**src/rtl/pads_ctrl_pkg.sv**
```systemverilog
// Shared types for the GPIO pad controller: register map and per-pad configuration.
package pads_ctrl_pkg;

   typedef enum logic [2:0] {
      REG_OUT_VAL  = 3'd0,
      REG_OUT_EN   = 3'd1,
      REG_PULL_UP  = 3'd2,
      REG_PULL_DN  = 3'd3,
      REG_IN_VAL   = 3'd4,
      REG_IRQ_EN   = 3'd5,
      REG_IRQ_STAT = 3'd6,
      REG_EDGE_SEL = 3'd7
   } t_padreg;

   typedef struct packed {
      logic out_val;
      logic out_en;
      logic pull_up;
      logic pull_dn;
   } t_padcfg;

endpackage

```
**src/rtl/pads_ctrl_pad_filter.sv**
```systemverilog
// Per-pad input conditioning: synchroniser, debounce filter and edge pulses of the filtered value.
module pad_filter #(
   parameter int SYNC_STAGES = 2,
   parameter int DB_CYCLES   = 3
) (
   input  logic clk,
   input  logic rst,
   input  logic pad_in,
   output logic f,
   output logic rise_evt,
   output logic fall_evt
);

   localparam int CW = $clog2(DB_CYCLES + 1);
   localparam logic [CW-1:0] CNT_LAST = CW'(DB_CYCLES - 1);

   logic [SYNC_STAGES-1:0] sync_r;
   logic [CW-1:0]          cnt_r;
   logic [CW-1:0]          cnt_nxt_s;
   logic                   f_r;
   logic                   f_nxt_s;
   logic                   expire_s;
   logic                   s_s;

   assign s_s = sync_r[SYNC_STAGES-1];

   // Shift the asynchronous pad value through the synchroniser chain
   always_ff @(posedge clk or negedge rst) begin
      if (!rst) begin
         sync_r <= '0;
      end else begin
         sync_r <= {sync_r[SYNC_STAGES-2:0], pad_in};
      end
   end

   // Debounce: accept the new level only after it differs for DB_CYCLES consecutive samples
   always_comb begin
      cnt_nxt_s = cnt_r;
      f_nxt_s   = f_r;
      expire_s  = 1'b0;
      if (s_s == f_r) begin
         cnt_nxt_s = '0;
      end else if (cnt_r == CNT_LAST) begin
         f_nxt_s   = s_s;
         cnt_nxt_s = '0;
         expire_s  = 1'b1;
      end else begin
         cnt_nxt_s = cnt_r + CW'(1);
      end
   end

   // Debounce state register
   always_ff @(posedge clk or negedge rst) begin
      if (!rst) begin
         cnt_r <= '0;
         f_r   <= 1'b0;
      end else begin
         cnt_r <= cnt_nxt_s;
         f_r   <= f_nxt_s;
      end
   end

   // Events coincide with the edge that updates f, so IRQ_STAT sets together with IN_VAL
   assign f        = f_r;
   assign rise_evt = expire_s & s_s;
   assign fall_evt = expire_s & ~s_s;

endmodule

```
**src/rtl/pads_ctrl.sv**
```systemverilog
// GPIO pad controller: register file, read port, input filtering and level interrupt.
module pads_ctrl
   import pads_ctrl_pkg::*;
#(
   parameter int NUMPADS     = 8,
   parameter int SYNC_STAGES = 2,
   parameter int DB_CYCLES   = 3
) (
   input  logic               clk,
   input  logic               rst,
   input  logic [NUMPADS-1:0] pad_in,
   output logic [NUMPADS-1:0] output_val,
   output logic [NUMPADS-1:0] output_en,
   output logic [NUMPADS-1:0] pullup_en,
   output logic [NUMPADS-1:0] pulldown_en,
   input  logic               reg_wr,
   input  logic               reg_rd,
   input  logic [2:0]         reg_addr,
   input  logic [NUMPADS-1:0] reg_wdata,
   output logic [NUMPADS-1:0] reg_rdata,
   output logic               reg_rvalid,
   output logic               irq
);

   t_padcfg            cfg_r     [NUMPADS];
   t_padcfg            cfg_nxt_s [NUMPADS];
   logic [NUMPADS-1:0] irq_en_r, irq_en_nxt_s;
   logic [NUMPADS-1:0] irq_stat_r, irq_stat_nxt_s;
   logic [NUMPADS-1:0] edge_sel_r, edge_sel_nxt_s;
   logic [NUMPADS-1:0] pullup_r, pullup_nxt_s;
   logic [NUMPADS-1:0] rdata_r, rd_mux_s;
   logic               rvalid_r;
   logic               irq_r;
   logic [NUMPADS-1:0] w1c_s;
   logic [NUMPADS-1:0] f_s, rise_s, fall_s, evt_s;
   logic [NUMPADS-1:0] out_val_s, out_en_s, pull_up_s, pull_dn_s;

   for (genvar g = 0; g < NUMPADS; g++) begin : g_pad
      pad_filter #(
         .SYNC_STAGES (SYNC_STAGES),
         .DB_CYCLES   (DB_CYCLES)
      ) u_filter (
         .clk      (clk),
         .rst      (rst),
         .pad_in   (pad_in[g]),
         .f        (f_s[g]),
         .rise_evt (rise_s[g]),
         .fall_evt (fall_s[g])
      );
   end

   assign evt_s = (rise_s & edge_sel_r) | (fall_s & ~edge_sel_r);

   // Flatten per-pad configuration into bus-wide vectors
   always_comb begin
      for (int i = 0; i < NUMPADS; i++) begin
         out_val_s[i] = cfg_r[i].out_val;
         out_en_s[i]  = cfg_r[i].out_en;
         pull_up_s[i] = cfg_r[i].pull_up;
         pull_dn_s[i] = cfg_r[i].pull_dn;
      end
   end

   // Register write decode; IRQ_STAT is write-1-to-clear and a simultaneous event wins
   always_comb begin
      cfg_nxt_s      = cfg_r;
      irq_en_nxt_s   = irq_en_r;
      edge_sel_nxt_s = edge_sel_r;
      w1c_s          = '0;
      if (reg_wr) begin
         case (t_padreg'(reg_addr))
            REG_OUT_VAL:  for (int i = 0; i < NUMPADS; i++) cfg_nxt_s[i].out_val = reg_wdata[i];
            REG_OUT_EN:   for (int i = 0; i < NUMPADS; i++) cfg_nxt_s[i].out_en  = reg_wdata[i];
            REG_PULL_UP:  for (int i = 0; i < NUMPADS; i++) cfg_nxt_s[i].pull_up = reg_wdata[i];
            REG_PULL_DN:  for (int i = 0; i < NUMPADS; i++) cfg_nxt_s[i].pull_dn = reg_wdata[i];
            REG_IRQ_EN:   irq_en_nxt_s   = reg_wdata;
            REG_IRQ_STAT: w1c_s          = reg_wdata;
            REG_EDGE_SEL: edge_sel_nxt_s = reg_wdata;
            default:      w1c_s          = '0;
         endcase
      end else begin
         w1c_s = '0;
      end
      irq_stat_nxt_s = (irq_stat_r & ~w1c_s) | evt_s;
      for (int i = 0; i < NUMPADS; i++) begin
         pullup_nxt_s[i] = cfg_nxt_s[i].pull_up & ~cfg_nxt_s[i].pull_dn;
      end
   end

   // Read mux sees pre-write register contents
   always_comb begin
      case (t_padreg'(reg_addr))
         REG_OUT_VAL:  rd_mux_s = out_val_s;
         REG_OUT_EN:   rd_mux_s = out_en_s;
         REG_PULL_UP:  rd_mux_s = pull_up_s;
         REG_PULL_DN:  rd_mux_s = pull_dn_s;
         REG_IN_VAL:   rd_mux_s = f_s;
         REG_IRQ_EN:   rd_mux_s = irq_en_r;
         REG_IRQ_STAT: rd_mux_s = irq_stat_r;
         REG_EDGE_SEL: rd_mux_s = edge_sel_r;
         default:      rd_mux_s = '0;
      endcase
   end

   // Register file, read port and interrupt state
   always_ff @(posedge clk or negedge rst) begin
      if (!rst) begin
         for (int i = 0; i < NUMPADS; i++) cfg_r[i] <= '0;
         irq_en_r   <= '0;
         irq_stat_r <= '0;
         edge_sel_r <= '0;
         pullup_r   <= '0;
         rdata_r    <= '0;
         rvalid_r   <= 1'b0;
         irq_r      <= 1'b0;
      end else begin
         cfg_r      <= cfg_nxt_s;
         irq_en_r   <= irq_en_nxt_s;
         irq_stat_r <= irq_stat_nxt_s;
         edge_sel_r <= edge_sel_nxt_s;
         pullup_r   <= pullup_nxt_s;
         rdata_r    <= reg_rd ? rd_mux_s : '0;
         rvalid_r   <= reg_rd;
         irq_r      <= |(irq_stat_r & irq_en_r);
      end
   end

   assign output_val  = out_val_s;
   assign output_en   = out_en_s;
   assign pullup_en   = pullup_r;
   assign pulldown_en = pull_dn_s;
   assign reg_rdata   = rdata_r;
   assign reg_rvalid  = rvalid_r;
   assign irq         = irq_r;

endmodule

```
**config.mk**
```make
export PLATFORM = sky130hd
export DESIGN_NAME = pads_ctrl
export DESIGN_NICKNAME = d
export VERILOG_FILES = /design/src/rtl/pads_ctrl_pkg.sv /design/src/rtl/pads_ctrl_pad_filter.sv /design/src/rtl/pads_ctrl.sv
export SDC_FILE = /design/constraint.sdc
export NUM_CORES = 1
export LEC_CHECK = 0
export CAP_MARGIN = 5
export CORE_MARGIN = 4
export CORE_UTILIZATION = 50
export CTS_BUF_LIST = sky130_fd_sc_hd__clkbuf_4 sky130_fd_sc_hd__clkbuf_8 sky130_fd_sc_hd__clkbuf_16
export DETAILED_ROUTE_END_ITERATION = 10
export PLACE_DENSITY = 0.74
export SYNTH_ARGS = -nofsm -noshare
export SYNTH_HDL_FRONTEND = slang
export SYNTH_SLANG_ARGS = --single-unit
```
**constraint.sdc**
```tcl
create_clock -name clk -period 1.6 [get_ports clk]
set_clock_uncertainty 0.1 [all_clocks]
set_input_delay 0.32 -clock clk [delete_from_list [all_inputs] [get_ports clk]]
set_output_delay 0.32 -clock clk [all_outputs]
set_load 0.02 [all_outputs]
```
# Word level (Yosys, flattened, before mapping)
# Cells that the tools add are included.
# totals
wordCells,231
reg_bits,114
input_bits,23
out_inout_bits,42
# op_classes
eq_ne,23
n_reduce_logical,14
mux,67
n_addsub,8
n_bitwise,56
# ops
op,count
$pmux W8 S8,1
$mux W1,46
$and A8 B8 Y8,4
$mux W2,16
$mux W30,1
$and A1 B1 Y1,24
$mux W8,3
$not A1 Y1,24
$reduce_and A2 Y1,12
$add A2 B1 Y2 const B,8
$eq A2 B2 Y1 const B,8
$not A8 Y8,2
$or A8 B8 Y8,2
$eq A3 B3 Y1 const B,4
$eq A1 B1 Y1,8
$reduce_or A8 Y1,1
$eq A3 B2 Y1 const B,2
$eq A3 B1 Y1 const B,1
$logic_not A3 Y1,1

# Longest topological paths before layout
# depth
depth_word,7
depth_mapped,6
mapped_depth_nobuf,4

# Cells and area by module
# A second synthesis with hierarchy kept.
# unflattened
cells_unflattened,381
hier_area_um2,5001.0
# by_module_without_submodules
mod,seq_area_each_um2,n_inst,cells_per_inst,area_per_inst_um2
pads_ctrl,1851.8,1,285,3479.6
pad_filter,125.1,8,12,190.2

# Worst setup path after synthesis
# Ideal clock, no wire load.
# synth_path
path_type,input port to flip-flop
start,in reg_addr[1]
end,"reg cfg_r, in the netlist output_en[0]"
setup_time_ps,125
cell_stages,5
path_slack_ps,83
t_required_ps,1375
path_buffers,2
arrival_ps,1292
cell_sequence,buf_2 nor2b_2 nor2b_1 buf_2 mux2_2
# synth_between
elab_chain_cells,2
# synth_lines
item,line,text
start: declaration,pads_ctrl.sv:18,"input logic [2:0] reg_addr,"
$eq A3 B1 Y1,pads_ctrl.sv:71,case (t_padreg'(reg_addr))
$reduce_and A2 Y1 (no line),n/a,
end signal: assignment,pads_ctrl.sv:117,cfg_r <= cfg_nxt_s;
end: declaration,pads_ctrl.sv:25,t_padcfg cfg_r [NUMPADS];
# Every way passes these cells.
# A chain may end at the register's enable or synchronous reset.

# Worst setup path in the final report
# layout_path
start,"reg pullup_r[3], in the netlist pullup_en[3]"
end,out pullup_en[3]
# layout_lines
item,line,text
start: declaration,pads_ctrl.sv:30,"logic [NUMPADS-1:0] pullup_r, pullup_nxt_s;"
start signal: assignment,pads_ctrl.sv:121,pullup_r <= pullup_nxt_s;
end: declaration,pads_ctrl.sv:14,"output logic [NUMPADS-1:0] pullup_en,"
# No word-level cell between the ends.

==> metrics.txt <==
outcome completed; Placer Congestion 0.853; top cell type's share of synthesized area 0.582; Syn Nets 405; cts bufs inserted 17; Crit Path Class register to primary output; Global Route Usage Sum 0.217; # setup viols final 0; final worst-path cycle share 0.973; Pleak 0.00276 uW; total power 10,100 uW; largest net degree at the start of global routing 35; Avg Vias per Cell 5.43; CP Launch Type register; Synth area leaders dfrtp_1 (58%), mux2_2 (14%), buf_4 (4.0%); critical path arrival 1.14 ns; async set or reset register ratio after synthesis 1.00; layout cell share with drive strength beyond 1 0.366; I/O pins 65; Antenna Nets Post-Route 0; core box area 9370 um^2; peak supply drop 943 uV; Ys Warns 0; final core occ 0.663; Mapped Cells approximately 380; Layout area overhead 26.8%; via count 3,282; initial core utilization 0.523; Pre-antenna DRT Iters 4; Seq cells post-synth 114; CP max-delay cell dfrtp_1; minimum hold slack 0.143 ns; synth unique cells 38; DRC Markers 0; Mapped Area 4900 um^2; Crit Path Max Fanout 1; Ant. Diodes 0; Syn Area/Cell 12.8 um^2; Synth area leader dfrtp_1; setup repair after global routing missed its margin no; Worst-Margin Slew 0.441 ns; Die Height 107 um; crit-path cells clkdlybuf4s15_2; Post-CTS Setup Bufs 0; DR WL/cell about 19 um; Sink Count 114; Worst setup EP type primary output; Worst path max stage delay between 0.3 and 0.4 ns; TritonCTS clock tree built; EDFF count, synth 0; die footprint 11,500 um^2; Initial DRC Count 149; Final min period 1.56 ns; Hold Fails Final Rpt 0; clk buf depth 2; Site Rows 35; Die X-Extent 107 um; clk slew on worst S/H paths around 0.060 ns; layout net count 486; DP HPWL 7860 um; # port buffers 64; first-pass GRT wire length between 15,000 and 20,000 um; H-tree depth 4; Hold WC Path Type primary input to register; vias in the first global route 3,604; max_slew headroom 0.706; Detailed Route WL 11,200 um; Crit path required time 1.18 ns; max-slew violations 0; crit path buf inv count 1; fmax 0.643 GHz; Clock Tree Root clkbuf_8; Max-cap violations 0; Cell Pwr Density 1620 nW/um^2; CP top delay family flip-flops; antenna violations before repair 0; register area share after synthesis 0.582; total grt overflow 0; Top FF cell, synth dfrtp_1; latest clock arrival within the worst-skew pair 0.51 ns
## per-layer routing
metal / wire, um / part of all wire / global-route usage / vias up
li1: - / - / - / 1513
met1: 5040 / 0.45 / 0.288 / 1649
met2: 5380 / 0.48 / 0.337 / 97
met3: 561 / 0.050 / 0.0632 / 23
met4: 231 / 0.021 / 0.0840 / 0
met5: 0 / 0 / 0 / -
## Yosys cell counts, types with 5 or more instances
cell type and number:
xnor2_1 5, nor2_1 7, nor2b_1 19, buf_2 6, dfrtp_1 114, mux2_2 59, nand2_1 13, mux2i_1 11
o21ai_0 14, nand3b_1 5, nor3_1 5, a32o_1 5, nor3b_1 6, nand2b_1 20, o22ai_1 5, a211oi_1 7
a22o_1 7, buf_4 26, a21oi_1 19
## registers in the layout (all words and copies together), names as in the netlist
signal                 cells
g_pad.u_filter.cnt_r      16
g_pad.u_filter.sync_r     16
cfg_r                      8
edge_sel_r                 8
g_pad.u_filter.f           8
irq_en_r                   8
irq_stat_r                 8
output_en                  8
output_val                 8
pulldown_en                8
pullup_en                  8
reg_rdata                  8
irq                        1
reg_rvalid                 1
## path summary, 6_finish.rpt
check,from,end,slack (ns),cells past startpoint
setup / recovery,pullup_en[3]$_DFF_PN0_,pullup_en[3],0.04,1
hold / removal,pad_in[5],g_pad[5].u_filter.sync_r[0]$_DFF_PN0_,0.14,1
setup reg to reg,output_en[6]$_DFFE_PN0P_,reg_rdata[6]$_DFF_PN0_,0.35,3
hold reg to reg,g_pad[2].u_filter.sync_r[0]$_DFF_PN0_,g_pad[2].u_filter.sync_r[1]$_DFF_PN0_,0.25,0
max in group asynchronous,rst,g_pad[3].u_filter.cnt_r[0]$_DFF_PN0_,0.67,3
min in group asynchronous,rst,g_pad[2].u_filter.sync_r[0]$_DFF_PN0_,0.21,2
## stage by stage
step	TNS, ns	instances	setup WS, ns	area [um^2]
global route	0	604	0.000323	6220
floorplan	0	382	0.0834	4900
CTS	0	604	0.000242	6250
finish	0	604	0.0438	6220
global placement	-22.10	572	-0.462	5750
detailed placement	-25.30	572	-0.537	5750
## what timing repair did
action | CTS | global route
gates resized for setup | 145 | 17
endpoints found under the setup margin | 42 | 20
hold buffers | 1 | 0
hold endpoints to repair | 47 | 0
## layout by cell type, fill, tap and decap left out, types with 6 or more instances in the layout
cell type / Yosys / layout
clkdlybuf4s50_1: 0 / 21
a22o_1: 7 / 7
clkbuf_16: 0 / 16
buf_2: 6 / 27
buf_4: 26 / 29
a21oi_1: 19 / 19
nor2b_1: 19 / 18
nor3b_1: 6 / 6
nand2_1: 13 / 13
mux2_2: 59 / 59
a211oi_1: 7 / 7
clkdlybuf4s15_2: 0 / 10
mux2i_1: 11 / 11
nand2b_1: 20 / 20
o21ai_0: 14 / 8
dfrtp_1: 114 / 114
o21ai_1: 0 / 6
nor2_1: 7 / 7
## logic make-up after synthesis
kind of cell    share of synthesized area
compound gates                     0.0899
simple gates                        0.111
mux                                 0.158
flops                               0.582
buf+inv                            0.0505
xor+xnor                          0.00894
## layout make-up
class	instances	area, um^2
Clock buffer	21	457
Timing Repair Buffer	97	791
Sequential cell	114	2850
Multi-Input combinational cell	230	1810
Inverter	3	11.3
Tap cell	129	161
Fill cell	735	3160
Clock inverter	10	134
## power breakdown
part	internal [uW]	total [uW]	switching, uW
clock	2470	3720	1260
combinational	1090	2110	1030
sequential	3630	4260	637
total	7180	10100	2920
Power figures use the tool's default switching activity.
